==> config.mk <==
export PLATFORM = sky130hd
export DESIGN_NAME = sa_core_flat
export DESIGN_NICKNAME = d
export VERILOG_FILES = /design/src/rtl/sa_pkg.sv /design/src/rtl/sa_core_if.sv /design/src/rtl/sa_pe.sv /design/src/rtl/sa_core.sv /design/src/flat_wrapper.sv
export SDC_FILE = /design/constraint.sdc
export NUM_CORES = 2
export LEC_CHECK = 0
export CORE_ASPECT_RATIO = 0.8
export CORE_MARGIN = 5
export CORE_UTILIZATION = 65
export CTS_BUF_LIST = sky130_fd_sc_hd__clkbuf_8
export DETAILED_ROUTE_END_ITERATION = 12
export DONT_BUFFER_PORTS = 1
export PLACE_DENSITY_LB_ADDON = 0.3
export SLEW_MARGIN = 20
export SYNTH_ARGS = -nofsm -noshare
export SYNTH_HDL_FRONTEND = slang
export SYNTH_SLANG_ARGS = --single-unit
==> constraint.sdc <==
create_clock -name clk -period 11.8 [get_ports clk]
set_input_delay 1.18 -clock clk [delete_from_list [all_inputs] [get_ports clk]]
set_output_delay 1.18 -clock clk [all_outputs]
set_load 0.005 [all_outputs]
==> src/rtl/sa_pkg.sv <==
// sa_pkg: shared state type and sizing helpers for the systolic array core.
// Widths derive from N and DW so one package serves every array size.
package sa_pkg;

    typedef enum logic [2:0] {
        IDLE,
        LOAD,
        COMPUTE,
        UNLOAD,
        DONE
    } state_e;

    function automatic int clog2(input int v);
        int r;
        r = 0;
        for (int i = 0; i < 31; i++) begin
            if ((1 << i) < v) r = i + 1;
        end
        return r;
    endfunction

    function automatic int sa_default_aw(input int n, input int dw);
        return 2 * dw + clog2(n);
    endfunction

    function automatic int sa_beats(input int aw, input int dw);
        return (aw + dw - 1) / dw;
    endfunction

endpackage

==> src/rtl/sa_core_if.sv <==
// sa_core_if: operand stream in, result stream out, job control.
// master drives operands and control; slave is the array core.
interface sa_core_if #(
    parameter int DW = 8
);
    logic          en;
    logic          acc_mode;
    logic [DW-1:0] shift_in;
    logic          in_valid;
    logic          out_ready;
    logic [DW-1:0] shift_out;
    logic          out_valid;
    logic          ack;
    logic          busy;

    modport master (
        output en, acc_mode, shift_in, in_valid, out_ready,
        input  shift_out, out_valid, ack, busy
    );

    modport slave (
        input  en, acc_mode, shift_in, in_valid, out_ready,
        output shift_out, out_valid, ack, busy
    );
endinterface

==> src/rtl/sa_pe.sv <==
// sa_pe: one output-stationary MAC cell with registered a/b forwarding.
// acc_nx_o is the accumulator's next value, equal to the stored one when idle.
module sa_pe #(
    parameter int DW = 8,
    parameter int AW = 18
) (
    input  logic                 clk,
    input  logic                 rst,
    input  logic                 clr_i,
    input  logic                 en_i,
    input  logic signed [DW-1:0] a_i,
    input  logic signed [DW-1:0] b_i,
    output logic signed [DW-1:0] a_o,
    output logic signed [DW-1:0] b_o,
    output logic signed [AW-1:0] acc_nx_o
);
    logic signed [2*DW-1:0] prod;
    logic signed [DW-1:0]   a_q, b_q;
    logic signed [AW-1:0]   acc_q, acc_d;

    assign prod = a_i * b_i;

    always_comb begin
        acc_d = acc_q;
        if (clr_i) begin
            acc_d = '0;
        end else if (en_i) begin
            acc_d = acc_q + AW'(prod);
        end
    end

    // Forwarding regs flush to zero outside COMPUTE so no stale operand leaks.
    always_ff @(posedge clk) begin
        if (rst) begin
            a_q   <= '0;
            b_q   <= '0;
            acc_q <= '0;
        end else begin
            a_q   <= en_i ? a_i : '0;
            b_q   <= en_i ? b_i : '0;
            acc_q <= acc_d;
        end
    end

    assign a_o      = a_q;
    assign b_o      = b_q;
    assign acc_nx_o = acc_d;
endmodule

==> src/rtl/sa_core.sv <==
// sa_core: N x N output-stationary signed MAC array with a byte-serial
// load / compute / unload controller and a registered result serialiser.
module sa_core
    import sa_pkg::*;
#(
    parameter int N  = 4,
    parameter int DW = 8,
    parameter int AW = sa_default_aw(N, DW)
) (
    input  logic     clk,
    input  logic     rst,
    sa_core_if.slave bus
);
    localparam int NN    = N * N;
    localparam int BEATS = sa_beats(AW, DW);
    localparam int LW    = clog2(2 * NN);
    localparam int TW    = clog2(3 * N);
    localparam int EW    = (NN > 1) ? clog2(NN) : 1;
    localparam int BW    = clog2(BEATS) + 1;

    localparam logic [LW-1:0] LD_LAST = LW'(2 * NN - 1);
    localparam logic [TW-1:0] T_LAST  = TW'(3 * N - 3);
    localparam logic [EW-1:0] E_LAST  = EW'(NN - 1);
    localparam logic [BW-1:0] B_LAST  = BW'(BEATS - 1);

    state_e               state_q, state_d;
    logic                 mode_q, mode_d;
    logic [LW-1:0]        ld_q, ld_d;
    logic [TW-1:0]        t_q, t_d;
    logic [EW-1:0]        el_q, el_d;
    logic [BW-1:0]        bt_q, bt_d;
    logic [DW-1:0]        so_q, so_d;
    logic                 ov_q, ov_d;
    logic                 ack_q, ack_d;
    logic                 ld_we, clr, mac_en;

    logic signed [DW-1:0] buf_q    [2*NN];
    logic signed [DW-1:0] left     [N];
    logic signed [DW-1:0] top      [N];
    logic signed [DW-1:0] a_w      [N][N];
    logic signed [DW-1:0] b_w      [N][N];
    logic signed [DW-1:0] unused_a [N];
    logic signed [DW-1:0] unused_b [N];
    logic signed [AW-1:0] acc_nx   [NN];

    function automatic logic [DW-1:0] beat_of(
        input logic signed [AW-1:0] v,
        input int                   b
    );
        logic signed [BEATS*DW-1:0] w;
        w = (BEATS*DW)'(v);
        return w[b*DW +: DW];
    endfunction

    always_comb begin
        state_d = state_q;
        mode_d  = mode_q;
        ld_d    = ld_q;
        t_d     = t_q;
        el_d    = el_q;
        bt_d    = bt_q;
        so_d    = so_q;
        ov_d    = ov_q;
        ack_d   = 1'b0;
        ld_we   = 1'b0;
        clr     = 1'b0;
        unique case (state_q)
            IDLE: begin
                if (bus.en) begin
                    state_d = LOAD;
                    mode_d  = bus.acc_mode;
                    ld_d    = '0;
                end
            end
            LOAD: begin
                if (bus.in_valid) begin
                    ld_we = 1'b1;
                    ld_d  = ld_q + 1'b1;
                    if (ld_q == LD_LAST) begin
                        state_d = COMPUTE;
                        t_d     = '0;
                        clr     = !mode_q;
                    end
                end
            end
            COMPUTE: begin
                t_d = t_q + 1'b1;
                // acc_nx already holds the final-cycle sum for element 0.
                if (t_q == T_LAST) begin
                    state_d = UNLOAD;
                    el_d    = '0;
                    bt_d    = '0;
                    ov_d    = 1'b1;
                    so_d    = beat_of(acc_nx[0], 0);
                end
            end
            UNLOAD: begin
                if (ov_q && bus.out_ready) begin
                    if (bt_q == B_LAST && el_q == E_LAST) begin
                        state_d = DONE;
                        ov_d    = 1'b0;
                        so_d    = '0;
                        ack_d   = 1'b1;
                    end else begin
                        if (bt_q == B_LAST) begin
                            bt_d = '0;
                            el_d = el_q + 1'b1;
                        end else begin
                            bt_d = bt_q + 1'b1;
                        end
                        so_d = beat_of(acc_nx[el_d], int'(bt_d));
                    end
                end
            end
            DONE: begin
                state_d = IDLE;
            end
            default: begin
                state_d = IDLE;
            end
        endcase
    end

    always_ff @(posedge clk) begin
        if (rst) begin
            state_q <= IDLE;
            mode_q  <= 1'b0;
            ld_q    <= '0;
            t_q     <= '0;
            el_q    <= '0;
            bt_q    <= '0;
            so_q    <= '0;
            ov_q    <= 1'b0;
            ack_q   <= 1'b0;
        end else begin
            state_q <= state_d;
            mode_q  <= mode_d;
            ld_q    <= ld_d;
            t_q     <= t_d;
            el_q    <= el_d;
            bt_q    <= bt_d;
            so_q    <= so_d;
            ov_q    <= ov_d;
            ack_q   <= ack_d;
        end
    end

    always_ff @(posedge clk) begin
        if (rst) begin
            for (int k = 0; k < 2 * NN; k++) buf_q[k] <= '0;
        end else if (ld_we) begin
            buf_q[ld_q] <= bus.shift_in;
        end
    end

    // Row i and column i share the same skew k = t - i.
    always_comb begin
        int k;
        k = 0;
        for (int i = 0; i < N; i++) begin
            left[i] = '0;
            top[i]  = '0;
            if (state_q == COMPUTE) begin
                k = int'(t_q) - i;
                if (k >= 0 && k < N) begin
                    left[i] = buf_q[LW'(i * N + k)];
                    top[i]  = buf_q[LW'(NN + k * N + i)];
                end
            end
        end
    end

    assign mac_en = (state_q == COMPUTE);

    for (genvar i = 0; i < N; i++) begin : g_edge
        assign a_w[i][0] = left[i];
        assign b_w[0][i] = top[i];
    end

    for (genvar i = 0; i < N; i++) begin : g_row
        for (genvar j = 0; j < N; j++) begin : g_col
            logic signed [DW-1:0] a_fw, b_fw;
            sa_pe #(.DW(DW), .AW(AW)) u_pe (
                .clk      (clk),
                .rst      (rst),
                .clr_i    (clr),
                .en_i     (mac_en),
                .a_i      (a_w[i][j]),
                .b_i      (b_w[i][j]),
                .a_o      (a_fw),
                .b_o      (b_fw),
                .acc_nx_o (acc_nx[i*N+j])
            );
            if (j < N - 1) begin : g_ra
                assign a_w[i][j+1] = a_fw;
            end else begin : g_ea
                assign unused_a[i] = a_fw;
            end
            if (i < N - 1) begin : g_rb
                assign b_w[i+1][j] = b_fw;
            end else begin : g_eb
                assign unused_b[j] = b_fw;
            end
        end
    end

    assign bus.shift_out = so_q;
    assign bus.out_valid = ov_q;
    assign bus.ack       = ack_q;
    assign bus.busy      = (state_q != IDLE);
endmodule

==> src/flat_wrapper.sv <==
// flat-port wrapper written by rule: the top's interface ports become plain ports
module sa_core_flat import sa_pkg::*;
#(
    parameter int N  = 4,
    parameter int DW = 8,
    parameter int AW = sa_default_aw(N, DW)
)
  (clk, rst, bus_en, bus_acc_mode, bus_shift_in, bus_in_valid, bus_out_ready, bus_shift_out, bus_out_valid, bus_ack, bus_busy);
  sa_core_if #(.DW(DW)) bus_i ();
  input  logic clk;
  input  logic rst;
  input wire logic [$bits(bus_i.en)-1:0] bus_en;
  input wire logic [$bits(bus_i.acc_mode)-1:0] bus_acc_mode;
  input wire logic [$bits(bus_i.shift_in)-1:0] bus_shift_in;
  input wire logic [$bits(bus_i.in_valid)-1:0] bus_in_valid;
  input wire logic [$bits(bus_i.out_ready)-1:0] bus_out_ready;
  output wire logic [$bits(bus_i.shift_out)-1:0] bus_shift_out;
  output wire logic [$bits(bus_i.out_valid)-1:0] bus_out_valid;
  output wire logic [$bits(bus_i.ack)-1:0] bus_ack;
  output wire logic [$bits(bus_i.busy)-1:0] bus_busy;
  assign bus_i.en = bus_en;
  assign bus_i.acc_mode = bus_acc_mode;
  assign bus_i.shift_in = bus_shift_in;
  assign bus_i.in_valid = bus_in_valid;
  assign bus_i.out_ready = bus_out_ready;
  assign bus_shift_out = bus_i.shift_out;
  assign bus_out_valid = bus_i.out_valid;
  assign bus_ack = bus_i.ack;
  assign bus_busy = bus_i.busy;
  sa_core #(.N(N), .DW(DW), .AW(AW)) u_core (.clk(clk), .rst(rst), .bus(bus_i));
endmodule
==> results.json <==
{
  "pwr-share-seq_pct": 37.6,
  "via_count": 66800,
  "avgRoutedWirePerCell_um": 24.8,
  "switchingPower_mw": 2.87,
  "stdcell_count": 10800,
  "total_power_mw": 7.85,
  "combPwrFrac_pct": 28.3,
  "initial_core_util_pct": 65.6,
  "nNetsFinal": 10900,
  "worstRegToRegCells": 28,
  "p_int_mw": 4.98,
  "fin_setup_tns_ns": 0,
  "worstHoldPathType": "in2reg",
  "synth_area_leaders": "fa_1, dfxtp_1, ha_1",
  "cts-hold-fix-buffers": 0,
  "seq_area_frac_synth_pct": 20.4,
  "antenna_found_initial": 19,
  "cts_root_buf": "clkbuf_8",
  "io_pins": 25,
  "synthArstFlopShare_pct": 0,
  "dpl.hpwl_um": 213000,
  "die-height_um": 339,
  "dr.pass1.iters": 8,
  "cts_max_path_buffers": 3,
  "die-area_sq_um": 143000,
  "setup.worst_path.start": "u_core.t_q[1]$_SDFFE_PP0P_",
  "cts_setup_buffers": 0,
  "grt_overflow": 0,
  "io_buffers": 0,
  "clockPowerShare_pct": 34.0,
  "end_kind": "register",
  "critPathKind": "reg2reg",
  "critPathLaunchType": "register",
  "leakage_nw": 43.5,
  "grt_pass1_wl_um": 416000,
  "final_common_cell": "inv_1",
  "syn_inst": 9103,
  "crit_path_end": "u_core.bus.shift_out[4]$_SDFFE_PP0P_",
  "via_per_inst": 6.18,
  "p_per_area_nw_per_um2": 85.1,
  "maxSlewHeadroom_pct": 9.22,
  "yosys_warnings": 0,
  "synth-seq-cells": 770,
  "cp.arrival_ns": 10.90,
  "slew_viol_final": 0,
  "syn-num-nets": 11100,
  "dp_cells": 10600,
  "rows": 120,
  "r2r_slack_ns": 1.72,
  "status": "finished, final reports clean",
  "rsz0062_at_grt": "no",
  "cts_resized": 0,
  "drc": 0,
  "drtIter0Drc": 7562,
  "critPathSlowestCell": "nor2_1",
  "hold_violations": 0,
  "worstReg2RegEnd": "u_core.bus.shift_out[4]$_SDFFE_PP0P_",
  "min_period_over_period_pct": 85.4,
  "routed_wl_um": 269000,
  "cp_max_fo": 52,
  "setup_viol": 0,
  "final_cell_mix": "inv_1, fa_1, nand2_1",
  "tightest_slew_ns": 1.35,
  "antenna_left": 0,
  "fin_skew_ns": 0.0616,
  "slowest_delay_ns": 0.87,
  "ys_types": 87,
  "htree_levels": 4,
  "yosysTopAreaCell": "fa_1",
  "clkSlewWorstSetupHoldPaths_ns": 0.07,
  "hp-start": "rst",
  "grt_usage_pct": 38.3,
  "synth_area_sq_um": 88000,
  "syn_to_final_growth_pct": 4.79,
  "drive_above_1_share_pct": 6.36,
  "ys.flop_type": "dfxtp_1",
  "period_needed_ns": 10.08,
  "fmax_mhz": 99.2,
  "irDropWorstVdd_mv": 0.113,
  "r2r-start": "u_core.t_q[1]$_SDFFE_PP0P_",
  "core_area_sq_um": 134000,
  "die_w_um": 421,
  "clock-sinks": 770,
  "crit_required_ns": 12.62,
  "numCtsBuffers": 136,
  "cts_tree": "built",
  "maxCapViolCount": 0,
  "gp_congestion": 1.03,
  "grt_max_degree": 118,
  "yosysTopAreaCellShare_pct": 29.1,
  "synth_edf_count": 256,
  "grt_pass1_vias": 68200,
  "syn_area_per_cell_sq_um": 9.67,
  "clkLatencyLatePin_ns": 0.94,
  "p_sw_share_pct": 36.5,
  "fin_util_pct": 68.7
}
how the worst min path moves through the flow:
stage / endpoint / slack (ns) / depth (start not counted)
global route: u_core.mode_q$_SDFFE_PP0P_ / 0.35 / 1
detailed placement: u_core.g_row[1].g_col[0].u_pe.acc_q[3]$_SDFF_PP0_ / 0.45 / 2
global placement: u_core.g_row[1].g_col[1].u_pe.acc_q[16]$_SDFF_PP0_ / 0.44 / 2
floorplan: u_core.g_row[1].g_col[0].u_pe.acc_q[3]$_SDFF_PP0_ / 0.44 / 2
CTS: u_core.mode_q$_SDFFE_PP0P_ / 0.29 / 1
finish: u_core.mode_q$_SDFFE_PP0P_ / 0.39 / 1
registers in the layout, summed over array words and instances, names as in the netlist, named ones only:
| signal | count |
|---|---|
| u_core.bus.out_valid | 1 |
| u_core.bus.ack | 1 |
| u_core.el_q | 4 |
| u_core.mode_q | 1 |
| u_core.bt_q | 3 |
| u_core.g_row.g_col.u_pe.acc_q | 288 |
| u_core.bus.shift_out | 8 |
| u_core.g_row.g_col.u_pe.b_o | 96 |
| u_core.buf_q | 256 |
| u_core.t_q | 4 |
| u_core.state_q | 3 |
| u_core.ld_q | 5 |
| u_core.g_row.g_col.u_pe.a_o | 96 |
cell families (layout without fill, tap and decap cells):
kind of cell / Yosys count / count (layout) / synth area share (%)
fa+ha+maj: 1968 / 1968 / 38.9
buf+inv: 2021 / 1958 / 8.83
other cells: 0 / 12 / 0
simple gates: 2744 / 2744 / 15.0
xor+xnor: 275 / 275 / 2.76
compound gates: 1050 / 1050 / 7.68
mux: 275 / 275 / 6.47
flops: 770 / 770 / 20.4
worst max-delay path: cells and delay by family, from the launching register on:
kind	cells	cell delay, ns
buffers and inverters	2	0.90
adder cells (fa/ha/maj)	8	3.21
AO/OA/AOI/OAI	4	0.86
multiplexers	1	0.38
XOR/XNOR	3	1.36
flip-flops	1	0.31
AND/OR/NAND/NOR	10	2.91
power by group through the flow:
stage	clock network [mW]	registers, mW	logic [mW]
5_1_grt	2.80	2.96	2.36
3_5_place_dp	0	3.01	2.14
6_report	2.67	2.96	2.22
3_3_place_gp	0	3.00	2.11
4_1_cts	2.68	2.95	2.15
2_1_floorplan	0	2.91	1.53
cells in the mapped netlist (13+ instances only):
cell type,count
a2111oi_0,16
a211oi_1,81
a21o_1,61
a21oi_1,327
a221oi_1,19
a22oi_1,37
a311oi_1,18
a31oi_1,34
and2_1,620
and3_1,163
buf_1,29
buf_2,77
buf_4,15
clkbuf_1,260
dfxtp_1,514
edfxtp_1,256
fa_1,1280
ha_1,688
inv_1,1635
mux2i_1,31
mux4_2,224
nand2_1,938
nand2b_1,92
nand3_1,70
nand3b_1,14
nand4_1,17
nor2_1,626
nor2b_1,54
nor3_1,74
nor4_1,14
o211ai_1,29
o21a_1,51
o21ai_0,204
o21bai_1,17
o22ai_1,13
o311ai_0,15
o31ai_1,22
or3_1,21
xnor2_1,200
xor2_1,74
metrics by stage:
stage          area (sq um)  setup slack (ns)  hold WS [ns]
4_1_cts               92200              1.80         0.293
3_5_place_dp          89300              1.85         0.447
3_3_place_gp          89300              2.04         0.442
2_1_floorplan         88000              2.57         0.436
5_1_grt               92200              1.28         0.351
6_report              92300              1.72         0.391
metal layers:
metal  GRT usage [%]  up-vias  routed length [um]
met2            55.3     3621              113000
met5           0.733        -                 258
met3            13.3      687               35200
met1            52.7    33600              106000
li1                -    28900                   -
met4            16.8       18               13600
layout make-up:
type                    instances  area, sq um
repair buffers                 79          616
well taps                    1769         2210
inverters                    1636         6140
diodes                         12         30.0
fillers                     10500        42000
flip-flops and latches        770        18000
clock inverters                85          642
clock buffers                 158         2170
multi-input cells            6312        62500
No activity file was read; power rests on OpenSTA's default activity.
